[config.mk]
export PLATFORM = sky130hd
export DESIGN_NAME = booth8_seq_mul
export DESIGN_NICKNAME = d
export VERILOG_FILES = /design/src/rtl/booth8_seq_mul.sv
export SDC_FILE = /design/constraint.sdc
export NUM_CORES = 1
export LEC_CHECK = 0
export BUFFER_PORTS_ARGS = -buffer_cell sky130_fd_sc_hd__buf_2
export CAP_MARGIN = 10
export CORE_ASPECT_RATIO = 1.75
export CORE_UTILIZATION = 40
export DETAILED_ROUTE_END_ITERATION = 7
export PLACE_DENSITY = 0.62
export SETUP_SLACK_MARGIN = 0.3
export SLEW_MARGIN = 10
export SYNTH_ARGS = -nofsm -noshare
export SYNTH_HDL_FRONTEND = slang
export SYNTH_SLANG_ARGS = --single-unit
[constraint.sdc]
create_clock -name clk -period 9.6 [get_ports clk]
set_input_delay 0.96 -clock clk [delete_from_list [all_inputs] [get_ports clk]]
set_output_delay 0.96 -clock clk [all_outputs]
set_load 0.05 [all_outputs]
[src/rtl/booth8_seq_mul.sv]
// Iterative 16x16 signed multiplier: walks the multiplier in radix-8 Booth groups,
// feeding an external partial-product generator and accumulating one group per cycle.
module booth8_seq_mul #(
    parameter int PP_WIDTH   = 19,
    parameter int PROD_WIDTH = 32
) (
    input  logic                  clk,
    input  logic                  rst,
    input  logic                  start,
    input  logic [15:0]           a_in,
    input  logic [15:0]           b_in,
    output logic                  busy,
    output logic                  done,
    output logic [PROD_WIDTH-1:0] product,
    output logic [15:0]           pp_a,
    output logic [3:0]            pp_sel,
    input  logic [PP_WIDTH-1:0]   pp_in,
    input  logic                  pp_sign
);

    typedef enum logic [1:0] {
        IDLE = 2'd0,
        CALC = 2'd1,
        DONE = 2'd2
    } state_t;

    state_t                  state;
    state_t                  state_next;
    logic [2:0]              count;
    logic [17:0]             breg;
    logic [PROD_WIDTH-1:0]   acc;
    logic [PROD_WIDTH-1:0]   acc_sum;
    logic [18:0]             b_ext;
    logic [3:0]              window;
    logic [3:0]              booth_sel;
    logic [PROD_WIDTH-1:0]   pp_ext;
    logic [PROD_WIDTH-1:0]   term;
    logic [4:0]              shift_amt;

    // Implicit zero below the LSB so group 0 sees breg[-1] = 0.
    assign b_ext = {breg, 1'b0};

    always_comb begin
        window = 4'b0000;
        case (count)
            3'd0:    window = b_ext[3:0];
            3'd1:    window = b_ext[6:3];
            3'd2:    window = b_ext[9:6];
            3'd3:    window = b_ext[12:9];
            3'd4:    window = b_ext[15:12];
            3'd5:    window = b_ext[18:15];
            default: window = 4'b0000;
        endcase
    end

    // Digit = -4*w3 + 2*w2 + w1 + w0, encoded as {negative, magnitude}; zero is never negative.
    always_comb begin
        booth_sel = 4'b0000;
        case (window)
            4'b0000: booth_sel = 4'b0000;
            4'b0001: booth_sel = 4'b0001;
            4'b0010: booth_sel = 4'b0001;
            4'b0011: booth_sel = 4'b0010;
            4'b0100: booth_sel = 4'b0010;
            4'b0101: booth_sel = 4'b0011;
            4'b0110: booth_sel = 4'b0011;
            4'b0111: booth_sel = 4'b0100;
            4'b1000: booth_sel = 4'b1100;
            4'b1001: booth_sel = 4'b1011;
            4'b1010: booth_sel = 4'b1011;
            4'b1011: booth_sel = 4'b1010;
            4'b1100: booth_sel = 4'b1010;
            4'b1101: booth_sel = 4'b1001;
            4'b1110: booth_sel = 4'b1001;
            4'b1111: booth_sel = 4'b0000;
            default: booth_sel = 4'b0000;
        endcase
    end

    always_comb begin
        pp_ext    = {{(PROD_WIDTH-PP_WIDTH){pp_in[PP_WIDTH-1]}}, pp_in};
        term      = pp_sign ? (~pp_ext + 1'b1) : pp_ext;
        shift_amt = {2'b00, count} * 5'd3;
        acc_sum   = acc + (term << shift_amt);
    end

    always_comb begin
        state_next = state;
        busy       = 1'b0;
        done       = 1'b0;
        pp_sel     = 4'b0000;
        case (state)
            IDLE: begin
                if (start) begin
                    state_next = CALC;
                end
            end
            CALC: begin
                busy   = 1'b1;
                pp_sel = booth_sel;
                if (count == 3'd5) begin
                    state_next = DONE;
                end
            end
            DONE: begin
                busy       = 1'b1;
                done       = 1'b1;
                state_next = IDLE;
            end
            default: state_next = IDLE;
        endcase
    end

    // Product is only overwritten by a completed multiply, so it stays put while idle or busy.
    always_ff @(posedge clk) begin
        if (rst) begin
            state   <= IDLE;
            count   <= 3'd0;
            breg    <= 18'd0;
            acc     <= '0;
            product <= '0;
            pp_a    <= 16'd0;
        end else begin
            state <= state_next;
            case (state)
                IDLE: begin
                    if (start) begin
                        pp_a  <= a_in;
                        breg  <= {{2{b_in[15]}}, b_in};
                        acc   <= '0;
                        count <= 3'd0;
                    end
                end
                CALC: begin
                    acc   <= acc_sum;
                    count <= count + 3'd1;
                    if (count == 3'd5) begin
                        product <= acc_sum;
                    end
                end
                default: begin
                end
            endcase
        end
    end

endmodule

==> results of run 1 <==
cells in the mapped netlist, types with 6 or more instances:
cell type    n  area share
or4_1        6      0.0059
nand3_1     18       0.012
nand2_1    158       0.078
or3_1        9      0.0074
xor2_1      23       0.027
xnor2_1     17       0.020
dfxtp_1    101        0.27
nand2b_1    13       0.011
a22oi_1     25       0.025
and2_1       6      0.0049
o211ai_1    13       0.013
o21ai_0     40       0.026
a21o_1      17       0.017
mux4_2       6       0.018
nand3b_1    11       0.011
nor2b_1     13       0.011
nor3_1      14      0.0092
o22ai_1      9      0.0074
a211oi_1    10      0.0099
ha_1        47       0.078
a21oi_1    101       0.067
or2_2        7      0.0058
o31ai_1     10      0.0099
buf_1        9      0.0045
inv_1       18      0.0089
nor2_1     101       0.050
clkbuf_1    50       0.025
mux2i_1     39       0.051
o21a_1       7      0.0069
flip-flops by register name (all words and copies together), names as in the netlist:
register,cells
breg,16
count,3
product,32
acc,32
pp_a,16
state,2
worst max-delay path: cells and delay by family, from the launching register on:
kind / cells / cell delay [ns]
AOI/OAI and AO/OA: 7 / 2.03
and+or+nand+nor: 4 / 0.83
DFF: 1 / 0.56
adders and majority gates: 3 / 1.64
buffers and inverters: 2 / 0.84
kinds of logic after synthesis:
logic type	after synthesis	synth area share
AND/OR/NAND/NOR	382	0.235
adder cells (fa/ha/maj)	49	0.0828
multiplexers	48	0.0737
buffers and inverters	84	0.0427
flip-flops	101	0.267
AO/OA/AOI/OAI	291	0.253
XOR/XNOR	40	0.0462
power by group:
part           switching (mW)  internal (mW)  leakage (nW)
Sequential             0.0112          0.437         0.821
Combinational           0.253          0.145          2.71
Clock                   0.177          0.213         0.148
Total                   0.441          0.795          3.68
how the worst max path moves through the flow:
stage | endpoint | cells after the start
3_3_place_gp | product[28]$_SDFFE_PP0P_ | 19
6_report | product[28]$_SDFFE_PP0P_ | 16
5_1_grt | product[28]$_SDFFE_PP0P_ | 17
2_1_floorplan | acc[25]$_SDFFE_PP0P_ | 21
3_5_place_dp | product[28]$_SDFFE_PP0P_ | 19
4_1_cts | product[28]$_SDFFE_PP0P_ | 17
layout make-up:
type                    instances  area [um^2]
clock buffers                  11          243
inverters                      20         75.1
clock inverters                 5         66.3
repair buffers                119          633
fillers                      1938         9990
well taps                     238          298
multi-input cells             810         5250
flip-flops and latches        101         2020
per-layer routing:
layer / part of all wire / GRT usage
met5: 0 / 0
met3: 0.034 / 0.0293
met1: 0.42 / 0.238
met2: 0.50 / 0.398
met4: 0.046 / 0.128
==> run_summary.xml, run 1 <==
<?xml version="1.0" encoding="UTF-8"?>
<metrics>
  <group name="setup_path">
    <metric name="timing.rr.start" unit="">count[2]$_SDFFE_PP0P_</metric>
    <metric name="cells_along_the_critical_path" unit="">fa_1 -&gt; clkinv_1 -&gt; nand3_1 -&gt; nor2_1 -&gt; ha_1 -&gt; inv_1 -&gt; fa_1 -&gt; nor2b_1 -&gt; o31a_1 -&gt; o31a_1 -&gt; o21ai_0 -&gt; o311ai_0 -&gt; and3_1 -&gt; o31a_1 -&gt; o21a_1 -&gt; o41ai_1</metric>
    <metric name="setup_slack_of_the_most_critical_reg_to_reg_path" unit="ns">3.59</metric>
    <metric name="cp_common_cell" unit="">o31a_1</metric>
    <metric name="crit_path_end_kind" unit="">flip-flop</metric>
    <metric name="path_class" unit="">flip-flop to flip-flop</metric>
    <metric name="critPathMaxFanout" unit="">22</metric>
    <metric name="rr_endpoint" unit="">product[28]$_SDFFE_PP0P_</metric>
    <metric name="critPathSlowestCell" unit="">fa_1</metric>
    <metric name="setup.worst_path.start" unit="">count[2]$_SDFFE_PP0P_</metric>
    <metric name="worstPathRequired" unit="ns">9.85</metric>
    <metric name="worst-endpoint-arrival" unit="ns">6.27</metric>
    <metric name="reg2reg_path_depth" unit="">16</metric>
    <metric name="cp_slowest_stage_delay" unit="ns">1.20</metric>
    <metric name="element_type_at_the_critical_path_start" unit="">flip-flop</metric>
  </group>
  <group name="yosys">
    <metric name="ys_ff_latch" unit="">101</metric>
    <metric name="synth_warnings" unit="">0</metric>
    <metric name="synth_nets" unit="">1099</metric>
    <metric name="synth_enable_flop_cells" unit="">0</metric>
    <metric name="ys_seq_area_frac" unit="">0.267</metric>
    <metric name="post_synth_inst_count" unit="">995</metric>
    <metric name="syn_avg_cell_area" unit="um^2">7.62</metric>
    <metric name="async_reset_ff_frac" unit="">0</metric>
    <metric name="synthFlopType" unit="">dfxtp_1</metric>
    <metric name="yosysUniqueCellTypes" unit="">75</metric>
    <metric name="post_synthesis_instance_area" unit="um^2">7580</metric>
  </group>
  <group name="floorplan">
    <metric name="pin_count" unit="">109</metric>
    <metric name="die_w" unit="um">106</metric>
    <metric name="initial_utilization" unit="">0.408</metric>
    <metric name="die-area" unit="um^2">19500</metric>
    <metric name="die_y" unit="um">184</metric>
    <metric name="core_region_area" unit="um^2">18600</metric>
    <metric name="placementRows" unit="">66</metric>
  </group>
  <group name="timing">
    <metric name="setup_violations" unit="">0</metric>
    <metric name="timing.clock.skew" unit="ns">0.0110</metric>
    <metric name="slew_headroom" unit="">0.257</metric>
    <metric name="worst_hold_slack" unit="ns">0.452</metric>
    <metric name="setup_repair_after_global_routing_missed_its_margin" unit="">false</metric>
    <metric name="timing.final.crit_period" unit="ns">6.01</metric>
    <metric name="finalHoldViolCount" unit="">0</metric>
    <metric name="period_utilisation_layout" unit="">0.626</metric>
    <metric name="max_freq" unit="GHz">0.166</metric>
    <metric name="worst_slew_pin_slew" unit="ns">1.11</metric>
    <metric name="post-route-worst-setup-slack" unit="ns">3.59</metric>
    <metric name="report.final.slew_viol_count" unit="">0</metric>
    <metric name="finalSetupTns" unit="ns">0</metric>
  </group>
  <group name="route">
    <metric name="detailedRoute.firstIterationViolations" unit="">430</metric>
    <metric name="wl" unit="um">21300</metric>
    <metric name="drt-pass1-iter-count" unit="">6</metric>
    <metric name="drc" unit="">0</metric>
    <metric name="drt.antenna.violating_nets" unit="">0</metric>
    <metric name="vias" unit="">7299</metric>
    <metric name="via_per_inst" unit="">5.60</metric>
    <metric name="route.detailed.wl_per_inst" unit="um">16.3</metric>
  </group>
  <group name="worst_hold_path">
    <metric name="hold-path-endpoint" unit="">product[27]$_SDFFE_PP0P_</metric>
    <metric name="min_from" unit="">product[27]$_SDFFE_PP0P_</metric>
    <metric name="hold-path-cell-count" unit="">2</metric>
    <metric name="worstHoldPathType" unit="">flip-flop to flip-flop</metric>
  </group>
  <group name="final_layout">
    <metric name="mostFrequentLayoutCell" unit="">nand2_1</metric>
    <metric name="finish.utilization" unit="">0.462</metric>
    <metric name="layout_common_cells" unit="">nand2_1, buf_2, dfxtp_1</metric>
    <metric name="final_nets" unit="">1165</metric>
    <metric name="layout-drive-gt1-share" unit="">0.161</metric>
    <metric name="layout.cell_area.non_filler" unit="um^2">8590</metric>
    <metric name="layout.cells.non_filler" unit="">1304</metric>
    <metric name="insertedDiodeCount" unit="">0</metric>
    <metric name="area_growth" unit="%">13.2</metric>
  </group>
  <group name="clocking">
    <metric name="tritoncts_num_sinks" unit="">101</metric>
    <metric name="cts.repair_timing.setup_buffer_count" unit="">0</metric>
    <metric name="clock_insertion_delay_worst_skew" unit="ns">0.36</metric>
    <metric name="postCtsResizedCells" unit="">0</metric>
    <metric name="clockRootBuffer" unit="">clkbuf_16</metric>
    <metric name="cts-buffers-inserted" unit="">9</metric>
    <metric name="htreeDepth" unit="">3</metric>
    <metric name="clock_pin_slew_of_the_registers_on_the_worst_case_setup_and_hold_paths" unit="ns">0.07</metric>
    <metric name="clockBufferDepth" unit="">2</metric>
    <metric name="ctsHoldBuffers" unit="">0</metric>
    <metric name="cts_tree" unit="">built</metric>
  </group>
  <group name="grt">
    <metric name="grt_start_max_net_pins" unit="">68</metric>
    <metric name="grt_pass1_vias" unit="">6883</metric>
    <metric name="first_pass_grt_wire_length" unit="um">34000</metric>
    <metric name="grt-ovfl-total" unit="">0</metric>
    <metric name="groute.usage.overall" unit="">0.218</metric>
    <metric name="grt_antenna_before_repair" unit="">0</metric>
  </group>
  <group name="place">
    <metric name="place.port_buffers" unit="">108</metric>
    <metric name="place_inst" unit="">1287</metric>
    <metric name="preCtsSetupSlack" unit="ns">3.38</metric>
    <metric name="dpl-instance-area" unit="um^2">8270</metric>
    <metric name="globalplace.congestion" unit="">0.961</metric>
    <metric name="hpwlAfterDp" unit="um">16300</metric>
  </group>
  <group name="pwr">
    <metric name="p_leak" unit="nW">3.68</metric>
    <metric name="power.density_cell_area" unit="nW/um^2">144</metric>
    <metric name="power.ir.vdd_worst" unit="mV">0.105</metric>
    <metric name="total_power" unit="mW">1.24</metric>
  </group>
  <group name="run_status">
    <metric name="status" unit="">finished, final reports clean</metric>
  </group>
  <group name="run">
    <metric name="timing.max_cap.violations" unit="">0</metric>
  </group>
</metrics>
No activity file was read; power rests on OpenSTA's default activity.
==> run 2, diff against run 1 <==
Clock period 9.6 ns to 5.7 ns, I/O delays scaled along.
==> run 2 against run 1 <==
Against the previous run: clock skew grew 0.0039 ns; highest routed layer unchanged; non-clock buffer count grew 26; clock power grew 82%; largest cell class unchanged; sequential share of layout area shrank 0.73 points; largest power group unchanged; setup slack lost 3.0 ns.
==> run_summary.xml, run 2 (synthesized netlist as in run 1, its figures left out) <==
<?xml version="1.0" encoding="UTF-8"?>
<metrics>
  <group name="setup_path">
    <metric name="worst-endpoint-arrival" unit="ns">5.39</metric>
    <metric name="worstPathBufferInverterCount" unit="">4</metric>
    <metric name="crit_path_end_kind" unit="">flip-flop</metric>
    <metric name="cells_along_the_critical_path" unit="">buf_2 -&gt; or4_1 -&gt; buf_4 -&gt; o41ai_2 -&gt; xor2_1 -&gt; buf_4 -&gt; mux4_2 -&gt; o22ai_1 -&gt; nor2_1 -&gt; nor2_1 -&gt; ha_1 -&gt; and3_1 -&gt; a22o_1 -&gt; a31o_2 -&gt; or3b_2 -&gt; o21ai_0 -&gt; buf_4 -&gt; o211ai_1 -&gt; a21oi_1 -&gt; a41oi_1 -&gt; a211oi_1</metric>
    <metric name="critPathSlowestCell" unit="">or4_1</metric>
    <metric name="cp_slowest_stage_delay" unit="ns">0.55</metric>
    <metric name="cp_common_cell" unit="">buf_4</metric>
    <metric name="element_type_at_the_critical_path_start" unit="">input port</metric>
    <metric name="path_class" unit="">input port to flip-flop</metric>
    <metric name="critPathMaxFanout" unit="">6</metric>
    <metric name="setup_slack_of_the_most_critical_reg_to_reg_path" unit="ns">0.68</metric>
    <metric name="timing.critical_path.max_delay_family" unit="">compound AO/OA/AOI/OAI gates</metric>
    <metric name="worstPathRequired" unit="ns">5.96</metric>
  </group>
  <group name="place">
    <metric name="hpwlAfterDp" unit="um">16900</metric>
    <metric name="globalplace.congestion" unit="">0.936</metric>
    <metric name="place.port_buffers" unit="">108</metric>
    <metric name="place_inst" unit="">1312</metric>
  </group>
  <group name="route">
    <metric name="drt-pass1-iter-count" unit="">5</metric>
    <metric name="drt.antenna.violating_nets" unit="">0</metric>
    <metric name="detailedRoute.firstIterationViolations" unit="">356</metric>
    <metric name="drc" unit="">0</metric>
    <metric name="topRoutingLayerUsed" unit="">met4</metric>
    <metric name="met2_wirelength" unit="um">11400</metric>
    <metric name="via_per_inst" unit="">5.64</metric>
    <metric name="met3RoutedLength" unit="um">751</metric>
    <metric name="wl_met1" unit="um">8870</metric>
    <metric name="vias" unit="">7498</metric>
    <metric name="wl" unit="um">21900</metric>
    <metric name="route.detailed.wl_per_inst" unit="um">16.5</metric>
  </group>
  <group name="clocking">
    <metric name="clock_insertion_delay_worst_skew" unit="ns">0.36</metric>
    <metric name="tritoncts_num_sinks" unit="">101</metric>
    <metric name="cts_tree" unit="">built</metric>
    <metric name="cts-buffers-inserted" unit="">9</metric>
    <metric name="clockBufferDepth" unit="">2</metric>
    <metric name="clock_pin_slew_of_the_registers_on_the_worst_case_setup_and_hold_paths" unit="ns">0.08</metric>
    <metric name="htreeDepth" unit="">3</metric>
    <metric name="ctsHoldBuffers" unit="">0</metric>
    <metric name="clockRootBuffer" unit="">clkbuf_16</metric>
  </group>
  <group name="final_layout">
    <metric name="area_growth" unit="%">16.9</metric>
    <metric name="insertedDiodeCount" unit="">0</metric>
    <metric name="finish.utilization" unit="">0.477</metric>
    <metric name="largest_registers" unit="">acc x32, product x32</metric>
    <metric name="layout_common_cells" unit="">nand2_1, buf_2, dfxtp_1</metric>
    <metric name="final_nets" unit="">1191</metric>
    <metric name="fillers" unit="">1939</metric>
    <metric name="mostFrequentLayoutCell" unit="">nand2_1</metric>
    <metric name="layout.cells.non_filler" unit="">1330</metric>
    <metric name="area_of_the_multi_input_gates" unit="um^2">5310</metric>
    <metric name="layout-drive-gt1-share" unit="">0.187</metric>
    <metric name="regArea" unit="um^2">2020</metric>
  </group>
  <group name="timing">
    <metric name="period_utilisation_layout" unit="">0.899</metric>
    <metric name="report.final.slew_viol_count" unit="">0</metric>
    <metric name="timing.clock.skew" unit="ns">0.0149</metric>
    <metric name="setup_repair_after_global_routing_missed_its_margin" unit="">true</metric>
    <metric name="finalSetupTns" unit="ns">0</metric>
    <metric name="slew_headroom" unit="">0.187</metric>
    <metric name="finalHoldViolCount" unit="">0</metric>
    <metric name="worst_slew_pin_slew" unit="ns">1.22</metric>
    <metric name="setup_violations" unit="">0</metric>
    <metric name="worst_hold_slack" unit="ns">0.445</metric>
    <metric name="max_freq" unit="GHz">0.195</metric>
    <metric name="timing.final.crit_period" unit="ns">5.13</metric>
  </group>
  <group name="grt">
    <metric name="grt-ovfl-total" unit="">0</metric>
    <metric name="first_pass_grt_wire_length" unit="um">35500</metric>
    <metric name="grt_pass1_vias" unit="">7240</metric>
    <metric name="groute.usage.overall" unit="">0.226</metric>
    <metric name="grt_antenna_before_repair" unit="">0</metric>
    <metric name="grt_start_max_net_pins" unit="">73</metric>
  </group>
  <group name="worst_hold_path">
    <metric name="worstHoldPathType" unit="">input port to flip-flop</metric>
  </group>
  <group name="run_status">
    <metric name="status" unit="">finished, final reports clean</metric>
  </group>
  <group name="floorplan">
    <metric name="placementRows" unit="">66</metric>
    <metric name="pin_count" unit="">109</metric>
    <metric name="die_y" unit="um">184</metric>
    <metric name="die_w" unit="um">106</metric>
    <metric name="core_region_area" unit="um^2">18600</metric>
    <metric name="die-area" unit="um^2">19500</metric>
    <metric name="initial_utilization" unit="">0.408</metric>
  </group>
  <group name="run">
    <metric name="timing.max_cap.violations" unit="">0</metric>
  </group>
  <group name="pwr">
    <metric name="power.ir.vdd_worst" unit="mV">0.196</metric>
    <metric name="p_leak" unit="nW">3.84</metric>
    <metric name="power.density_cell_area" unit="nW/um^2">246</metric>
  </group>
</metrics>
[run 2: changes by cell type in the layout (fill, tap and decap cells not counted), sizes merged]
cell,delta
buf,+26
inv,-1
clkinv,-1
bufinv,+2
[run 2: area by class of cell]
type	instances	share of cell area
multi-input combinational	810	0.599
clock inverter	5	0.0120
sequential	101	0.228
clock buffer	11	0.0263
inverter	20	0.00847
timing repair buffer	145	0.0926
tap	238	0.0336
[run 2: worst paths after layout]
path | end | cells after the start | start
worst max-delay path | acc[29]$_SDFFE_PP0P_ | 21 | pp_in[8]
worst min-delay path | breg[8]$_SDFFE_PP0P_ | 3 | b_in[8]
worst max register to register | acc[29]$_SDFFE_PP0P_ | 20 | count[1]$_SDFFE_PP0P_
worst min register to register | pp_a[1]$_SDFFE_PP0P_ | 2 | pp_a[1]$_SDFFE_PP0P_
[run 2: metrics by stage]
step / power, mW / setup slack [ns] / cell area (um^2)
finish: 2.18 / 0.573 / 8860
global route: 2.30 / 0.287 / 8860
CTS: 2.19 / 0.386 / 8790
detailed placement: 1.47 / 0.0290 / 8450
global placement: 1.47 / 0.0992 / 8450
floorplan: 1.26 / 0.385 / 7580
[run 2: repair_timing]
item,CTS,global route
setup endpoints to repair,0,15
endpoints found under the hold margin,0,0
setup buffers,0,2
resized for setup,0,12
[run 2: worst reg2reg max path, cell delays in order, from the launching register on]
cell and delay (ns):
dfxtp_1 0.57, inv_1 0.12, ha_1 0.58, buf_4 0.27, nor2_1 0.06, a222oi_1 0.47
a21bo_2 0.32, nor2_1 0.06, nor2_1 0.09, nor2_1 0.05, ha_1 0.30, and3_1 0.18
a22o_1 0.25, a31o_2 0.25, or3b_2 0.44, o21ai_0 0.16, buf_4 0.16, o211ai_1 0.13
a21oi_1 0.16, a41oi_1 0.08, a211oi_1 0.23
[run 2: routing by layer]
layer / global-route usage / vias to the layer above
li1: - / 3765
met1: 0.243 / 3501
met2: 0.431 / 189
met3: 0.0262 / 43
met4: 0.111 / 0
met5: 0 / -
[run 2: report_power, final]
group	internal [mW]	leakage, nW	total (mW)	switching [mW]
registers	0.736	0.821	0.756	0.0195
logic	0.275	2.86	0.715	0.440
clock network	0.432	0.160	0.710	0.278
